File: src/rtl/double_op_driver.sv
// Initiator-side sequencer for the 64-bit stb/ack operand protocol: feeds
// LFSR-generated operand pairs to a double unit and reports each (a, b, z).
module double_op_driver #(
  parameter int unsigned NUM_OPS = 100,
  parameter logic [63:0] SEED_A  = 64'h0000_0000_0000_0001,
  parameter logic [63:0] SEED_B  = 64'h0000_0000_0000_0002
) (
  input  logic        clk,
  input  logic        rst,
  input  logic        start,
  output logic [63:0] output_a,
  output logic        output_a_stb,
  input  logic        output_a_ack,
  output logic [63:0] output_b,
  output logic        output_b_stb,
  input  logic        output_b_ack,
  input  logic [63:0] input_z,
  input  logic        input_z_stb,
  output logic        input_z_ack,
  output logic [63:0] result_a,
  output logic [63:0] result_b,
  output logic [63:0] result_z,
  output logic        result_valid,
  output logic [31:0] count,
  output logic        busy,
  output logic        done
);

  localparam int unsigned W_DATA = 64;
  localparam int unsigned W_CNT  = 32;

  localparam logic [2:0] S_IDLE   = 3'd0;
  localparam logic [2:0] S_SEND   = 3'd1;
  localparam logic [2:0] S_WAIT_Z = 3'd2;
  localparam logic [2:0] S_REPORT = 3'd3;
  localparam logic [2:0] S_DONE   = 3'd4;

  // An all-zero seed would lock the LFSR, so it is replaced by 1.
  localparam logic [W_DATA-1:0] SEED_A_EFF = (SEED_A == '0) ? W_DATA'(1) : SEED_A;
  localparam logic [W_DATA-1:0] SEED_B_EFF = (SEED_B == '0) ? W_DATA'(1) : SEED_B;
  localparam logic [W_CNT-1:0]  NUM_OPS_C  = W_CNT'(NUM_OPS);

  function automatic logic [W_DATA-1:0] lfsr_step(input logic [W_DATA-1:0] cur);
    return {cur[W_DATA-2:0], 1'b0} ^ (cur[W_DATA-1] ? 64'h1B : 64'h0);
  endfunction

  logic [2:0]        r_state,     w_state;
  logic [W_DATA-1:0] r_lfsr_a,    w_lfsr_a;
  logic [W_DATA-1:0] r_lfsr_b,    w_lfsr_b;
  logic [W_DATA-1:0] r_out_a,     w_out_a;
  logic [W_DATA-1:0] r_out_b,     w_out_b;
  logic              r_a_stb,     w_a_stb;
  logic              r_b_stb,     w_b_stb;
  logic              r_z_ack,     w_z_ack;
  logic [W_DATA-1:0] r_res_a,     w_res_a;
  logic [W_DATA-1:0] r_res_b,     w_res_b;
  logic [W_DATA-1:0] r_res_z,     w_res_z;
  logic              r_res_valid, w_res_valid;
  logic [W_CNT-1:0]  r_count,     w_count;
  logic              r_busy,      w_busy;
  logic              r_done,      w_done;
  logic              w_a_xfer,    w_b_xfer;

  assign w_a_xfer = r_a_stb & output_a_ack;
  assign w_b_xfer = r_b_stb & output_b_ack;

  // Next-state and next-output logic
  always_comb begin
    w_state     = r_state;
    w_lfsr_a    = r_lfsr_a;
    w_lfsr_b    = r_lfsr_b;
    w_out_a     = r_out_a;
    w_out_b     = r_out_b;
    w_a_stb     = r_a_stb;
    w_b_stb     = r_b_stb;
    w_z_ack     = r_z_ack;
    w_res_a     = r_res_a;
    w_res_b     = r_res_b;
    w_res_z     = r_res_z;
    w_res_valid = 1'b0;
    w_count     = r_count;

    if (w_a_xfer) w_lfsr_a = lfsr_step(r_lfsr_a);
    if (w_b_xfer) w_lfsr_b = lfsr_step(r_lfsr_b);

    case (r_state)
      S_IDLE, S_DONE: begin
        if (start) begin
          w_state = S_SEND;
          w_out_a = r_lfsr_a;
          w_out_b = r_lfsr_b;
          w_a_stb = 1'b1;
          w_b_stb = 1'b1;
          w_count = '0;
        end
      end
      S_SEND: begin
        w_a_stb = r_a_stb & ~output_a_ack;
        w_b_stb = r_b_stb & ~output_b_ack;
        if (!w_a_stb && !w_b_stb) begin
          w_state = S_WAIT_Z;
          w_z_ack = 1'b1;
        end
      end
      S_WAIT_Z: begin
        if (input_z_stb) begin
          w_state     = S_REPORT;
          w_res_z     = input_z;
          w_res_a     = r_out_a;
          w_res_b     = r_out_b;
          w_z_ack     = 1'b0;
          w_res_valid = 1'b1;
          w_count     = r_count + W_CNT'(1);
        end
      end
      S_REPORT: begin
        if (r_count == NUM_OPS_C) begin
          w_state = S_DONE;
        end else begin
          w_state = S_SEND;
          w_out_a = r_lfsr_a;
          w_out_b = r_lfsr_b;
          w_a_stb = 1'b1;
          w_b_stb = 1'b1;
        end
      end
      default: w_state = S_IDLE;
    endcase

    w_busy = (w_state == S_SEND) || (w_state == S_WAIT_Z) || (w_state == S_REPORT);
    w_done = (w_state == S_DONE);
  end

  // State and output registers
  always_ff @(posedge clk) begin
    if (!rst) begin
      r_state     <= S_IDLE;
      r_lfsr_a    <= SEED_A_EFF;
      r_lfsr_b    <= SEED_B_EFF;
      r_out_a     <= '0;
      r_out_b     <= '0;
      r_a_stb     <= 1'b0;
      r_b_stb     <= 1'b0;
      r_z_ack     <= 1'b0;
      r_res_a     <= '0;
      r_res_b     <= '0;
      r_res_z     <= '0;
      r_res_valid <= 1'b0;
      r_count     <= '0;
      r_busy      <= 1'b0;
      r_done      <= 1'b0;
    end else begin
      r_state     <= w_state;
      r_lfsr_a    <= w_lfsr_a;
      r_lfsr_b    <= w_lfsr_b;
      r_out_a     <= w_out_a;
      r_out_b     <= w_out_b;
      r_a_stb     <= w_a_stb;
      r_b_stb     <= w_b_stb;
      r_z_ack     <= w_z_ack;
      r_res_a     <= w_res_a;
      r_res_b     <= w_res_b;
      r_res_z     <= w_res_z;
      r_res_valid <= w_res_valid;
      r_count     <= w_count;
      r_busy      <= w_busy;
      r_done      <= w_done;
    end
  end

  assign output_a     = r_out_a;
  assign output_a_stb = r_a_stb;
  assign output_b     = r_out_b;
  assign output_b_stb = r_b_stb;
  assign input_z_ack  = r_z_ack;
  assign result_a     = r_res_a;
  assign result_b     = r_res_b;
  assign result_z     = r_res_z;
  assign result_valid = r_res_valid;
  assign count        = r_count;
  assign busy         = r_busy;
  assign done         = r_done;

endmodule

File: config.mk
export PLATFORM = sky130hd
export DESIGN_NAME = double_op_driver
export DESIGN_NICKNAME = d
export VERILOG_FILES = /design/src/rtl/double_op_driver.sv
export SDC_FILE = /design/constraint.sdc
export NUM_CORES = 1
export LEC_CHECK = 0
export CORE_MARGIN = 5
export CORE_UTILIZATION = 50
export DETAILED_ROUTE_END_ITERATION = 10
export PLACE_DENSITY = 0.82
export SETUP_SLACK_MARGIN = 0.4
export SLEW_MARGIN = 40
export SYNTH_ARGS = -nofsm -noshare
export SYNTH_HDL_FRONTEND = slang
export SYNTH_SLANG_ARGS = --single-unit
File: constraint.sdc
create_clock -name clk -period 6 [get_ports clk]
set_clock_uncertainty 0.1 [all_clocks]
set_input_delay 1.2 -clock clk [delete_from_list [all_inputs] [get_ports clk]]
set_output_delay 1.2 -clock clk [all_outputs]
set_load 0.02 [all_outputs]
# Word level (Yosys, flattened, before mapping)
# Index checks and enable logic that the tools add are counted.
[word_totals]
register_bits = 489
elab_cells = 78
inputBits = 70
output_inout_bits = 358
[classes]
n_addsub = 1
n_mux = 24
bitwise = 8
reduce_logical = 17
n_eq_ne = 13
[op_table]
columns = ["operator", "count"]
rows = [
  ["$mux W64", 4],
  ["$pmux W64 S2", 2],
  ["$xor A64 B5 Y64", 2],
  ["$mux W32", 2],
  ["$pmux W32 S2", 1],
  ["$add A32 B1 Y32 const B", 1],
  ["$eq A32 B7 Y1 const B", 1],
  ["$eq A3 B2 Y1 const B", 4],
  ["$mux W3", 4],
  ["$pmux W3 S4", 1],
  ["$reduce_and A3 Y1", 4],
  ["$mux W5", 2],
  ["$ne A2 B2 Y1 const B", 4],
  ["$eq A3 B1 Y1 const B", 2],
  ["$eq A3 B3 Y1 const B", 2],
  ["$pmux W1 S3", 2],
  ["$reduce_bool A2 Y1", 3],
  ["$mux W1", 5],
  ["$and A1 B1 Y1", 4],
  ["$reduce_and A2 Y1", 2],
  ["$logic_not A3 Y1", 1],
  ["$reduce_bool A3 Y1", 1],
  ["$logic_not A1 Y1", 2],
  ["$logic_or A1 B1 Y1", 2],
  ["other kinds (4)", 5],
]

# Depth between registers and ports, before layout
[logic_depth]
word_depth = 9
mapped_depth = 9
depth_no_buf = 7

# Worst setup path before layout
# No wires, ideal clock.
[synth_path]
path_type = "input -> register"
start = "in start"
end = "reg r_count[20], in the netlist count[20]"
stages = 5
arrival_time_ns = 2.310
path_buffers = 2
path_slack_ns = 3.463
required_ns = 5.772
setup_time_ns = 0.128
path_cell_list = "nor3b_4 -> nand2b_1 -> clkbuf_1 -> clkbuf_1 -> nor2_1"
[synth_via]
elab_chain_len = 2
[synth_rtl]
columns = ["element", "line_no", "text"]
rows = [
  ["start: declaration", "10", "input logic start,"],
  ["$ne A2 B2 Y1 (no source line)", "--", ""],
  ["$reduce_and A3 Y1 (no source line)", "--", ""],
  ["end signal: assignment", "165", "r_count <= w_count;"],
  ["end: declaration", "59", "logic [W_CNT-1:0] r_count, w_count;"],
]
# No other way between the ends.
# A chain may end at the register's enable or synchronous reset.

# Worst setup path in the final report
[layout_path]
start = "in start"
end = "reg r_out_a[48], in the netlist output_a[48]"
[layout_via]
elab_chain_len = 2
[layout_rtl]
columns = ["element", "line_no", "text"]
rows = [
  ["$ne A2 B2 Y1 (no source line)", "--", ""],
  ["$reduce_and A3 Y1 (no source line)", "--", ""],
  ["end signal: assignment", "156", "r_out_a <= w_out_a;"],
  ["end: declaration", "50", "logic [W_DATA-1:0] r_out_a, w_out_a;"],
]
# No other way between the ends.

==> flow_metrics.env <==
export IMPL_final_cell_mix="489 x dfxtp_1, 426 x clkdlybuf4s50_1, 320 x a22o_1, 265 x nand2_1, 122 x a21boi_0"
export IMPL_worstHoldPathType="flip-flop to flip-flop"
export IMPL_io_pins=428
export IMPL_drtAntennaViolNets=0
export IMPL_hold_viol=0
export IMPL_tightest_slew_ps=715
export IMPL_crit_required_ps=6380
export IMPL_min_period_ps=3230
export IMPL_synthCells=1515
export IMPL_finalSetupViolCount=0
export IMPL_netlist_area_um2=16400
export IMPL_critPathMaxFanout=46
export IMPL_post_cts_buffers=0
export IMPL_diodes=0
export IMPL_clockBufferDepth=3
export IMPL_drv_slew=0
export IMPL_maxSlewHeadroom_pct=52.3
export IMPL_synth_avg_cell_area_um2=10.8
export IMPL_ctsHoldBuffers=0
export IMPL_num_vias=13100
export IMPL_synth_top_cell_by_area="dfxtp_1"
export IMPL_rrSetupSlack_ps=2930
export IMPL_drive_above_1_share_pct=5.79
export IMPL_clock_fmax_ghz=0.310
export IMPL_fillCellCount=2412
export IMPL_grt_max_degree=122
export IMPL_rows=66
export IMPL_min_period_over_period_pct=53.8
export IMPL_synthToLayoutAreaGrowth_pct=36.2
export IMPL_met2_usage_pct=40.6
export IMPL_path_clk_slew_ps=60
export IMPL_syn_nets=1587
export IMPL_worst_slack_ps=2770
export IMPL_p_leak_nw=8.00
export IMPL_fp_dieH_um=191
export IMPL_seq_area_um2=9790
export IMPL_cts_root_buf="clkbuf_16"
export IMPL_rsz0062_at_grt="false"
export IMPL_placed_area_um2=20800
export IMPL_path_class="input pin to flip-flop"
export IMPL_wirelength_mm=46.4
export IMPL_coreArea_um2=32500
export IMPL_power_mw=6.64
export IMPL_first_pass_iters=5
export IMPL_synth_edf_count=0
export IMPL_die_x_um=191
export IMPL_ys_top_cells_by_area="dfxtp_1 60%, a22o_1 17%, nand2_1 6.1%, a21boi_0 5.6%, buf_2 1.7%"
export IMPL_antenna_found_initial=0
export IMPL_yosysUniqueCellTypes=45
export IMPL_cts_tree="yes"
export IMPL_hpwl_mm=30.5
export IMPL_cts_max_level=2
export IMPL_place_ws_ps=2300
export IMPL_outcome="completed"
export IMPL_ys_seq_area_share_pct=59.6
export IMPL_cts_resized=0
export IMPL_synth_ff_type="dfxtp_1"
export IMPL_drc=0
export IMPL_wl_per_cell_um=19.7
export IMPL_final_cell_area_um2=22400
export IMPL_synth_warnings=0
export IMPL_grt_pass1_vias=12800
export IMPL_cp_end_kind="flip-flop"
export IMPL_ys_async_sr_fraction_pct=0
export IMPL_routabilityCongestion=0.860
export IMPL_synth_top_area_share_pct=59.6
export IMPL_cts_buffers=48
export IMPL_dr_first_iter_drc_count=628
export IMPL_setup_tns_final_ps=0
export IMPL_start_util_pct=50.5
export IMPL_mostFrequentLayoutCell="dfxtp_1"
export IMPL_ys_ff_latch=489
export IMPL_vdd_drop_max_mv=0.183
export IMPL_grt_pass1_wl_mm=71.6
export IMPL_grt_busiest_layer="met2"
export IMPL_grt_use_total_pct=23.8
export IMPL_multi_input_area_um2=6000
export IMPL_via_per_inst=5.54
export IMPL_grt_overflow_total=0
export IMPL_io_buffers=427
export IMPL_grt_util_met3_pct=5.86
export IMPL_clock_sinks=489
export IMPL_drv_cap=0
export IMPL_worstSetupStartpointType="input pin"
export IMPL_power_density_nw_per_um2=297
export IMPL_use_met1_pct=29.4
export IMPL_layout_nets=1952
export IMPL_clk_insertion_delay_late_ps=540
export IMPL_die_area_um2=36600
export IMPL_arrival_ps=3610
export IMPL_hold_slack_ps=376
==> Yosys cell counts, types with 2 or more instances <==
cell	instances
mux2i_1	2
or3_1	3
clkbuf_1	50
nor4_1	12
inv_1	10
nor4_2	3
nor2b_1	6
a21boi_0	122
nand3b_1	2
buf_2	55
o21ai_0	5
nand4_1	3
a22o_1	320
o211a_1	5
and3_1	4
buf_1	7
nor4b_1	6
nand2_1	267
xnor2_1	30
nor2_1	36
ha_1	2
o21a_1	5
and4_1	6
nor3_1	9
buf_6	13
nand4_2	2
nand2b_1	2
a21oi_1	9
nand3_1	12
dfxtp_1	489
and2_1	4
==> power by group <==
| group | switching [mW] | total, mW | internal, mW |
|---|---|---|---|
| Combinational | 0.249 | 0.387 | 0.139 |
| Clock | 1.23 | 2.95 | 1.72 |
| Sequential | 0.0307 | 3.31 | 3.28 |
| Total | 1.51 | 6.64 | 5.13 |
==> path summary, 6_finish.rpt <==
kind,start,end,cells after the start
max reg2reg,count[0]$_SDFFE_PN0P_,output_a[48]$_SDFFE_PN0P_,8
min,r_lfsr_b[40]$_SDFFE_PN0P_,r_lfsr_b[41]$_SDFFE_PN0P_,2
min reg2reg,r_lfsr_b[40]$_SDFFE_PN0P_,r_lfsr_b[41]$_SDFFE_PN0P_,2
max,start,output_a[48]$_SDFFE_PN0P_,5
==> layout make-up <==
| type | instances | share of cell area [%] |
|---|---|---|
| inverters | 10 | 0.168 |
| flip-flops and latches | 489 | 43.7 |
| well taps | 442 | 2.47 |
| clock buffers | 66 | 6.08 |
| clock inverters | 21 | 0.878 |
| repair buffers | 441 | 19.8 |
| multi-input cells | 890 | 26.8 |
==> sequential cells by signal, summed over array words and instances, names as in the netlist <==
register	cells
input_z_ack	1
done	1
result_b	64
result_valid	1
r_lfsr_a	64
output_b_stb	1
busy	1
r_state	3
result_z	64
count	32
output_a	64
output_b	64
output_a_stb	1
result_a	64
r_lfsr_b	64
==> layer usage <==
metal | up-vias | share of wire, %
met4 | 0 | 3.4
met1 | 6360 | 41
met2 | 455 | 48
li1 | 6158 | -
met3 | 89 | 7.5
met5 | - | 0
==> stage by stage <==
step | instances | utilization [%]
after global routing | 2359 | 68.8
after global placement | 2270 | 63.9
after CTS | 2358 | 68.7
final | 2359 | 68.8
after detailed placement | 2271 | 63.9
after floorplan | 1515 | -
==> cell families after synthesis <==
| kind of cell | count (synthesis) | synth area share (%) |
|---|---|---|
| simple gates | 381 | 10.3 |
| flops | 489 | 59.6 |
| mux | 2 | 0.122 |
| buf+inv | 136 | 4.14 |
| xor+xnor | 31 | 1.65 |
| compound gates | 474 | 24.1 |
| fa+ha+maj | 2 | 0.152 |
==> critical path: stages <==
cell and delay, ps:
clkdlybuf4s50_1 570, nor3b_4 440, o21a_4 550, buf_4 550, a22o_1 230
(Power assumes the default switching activity.)
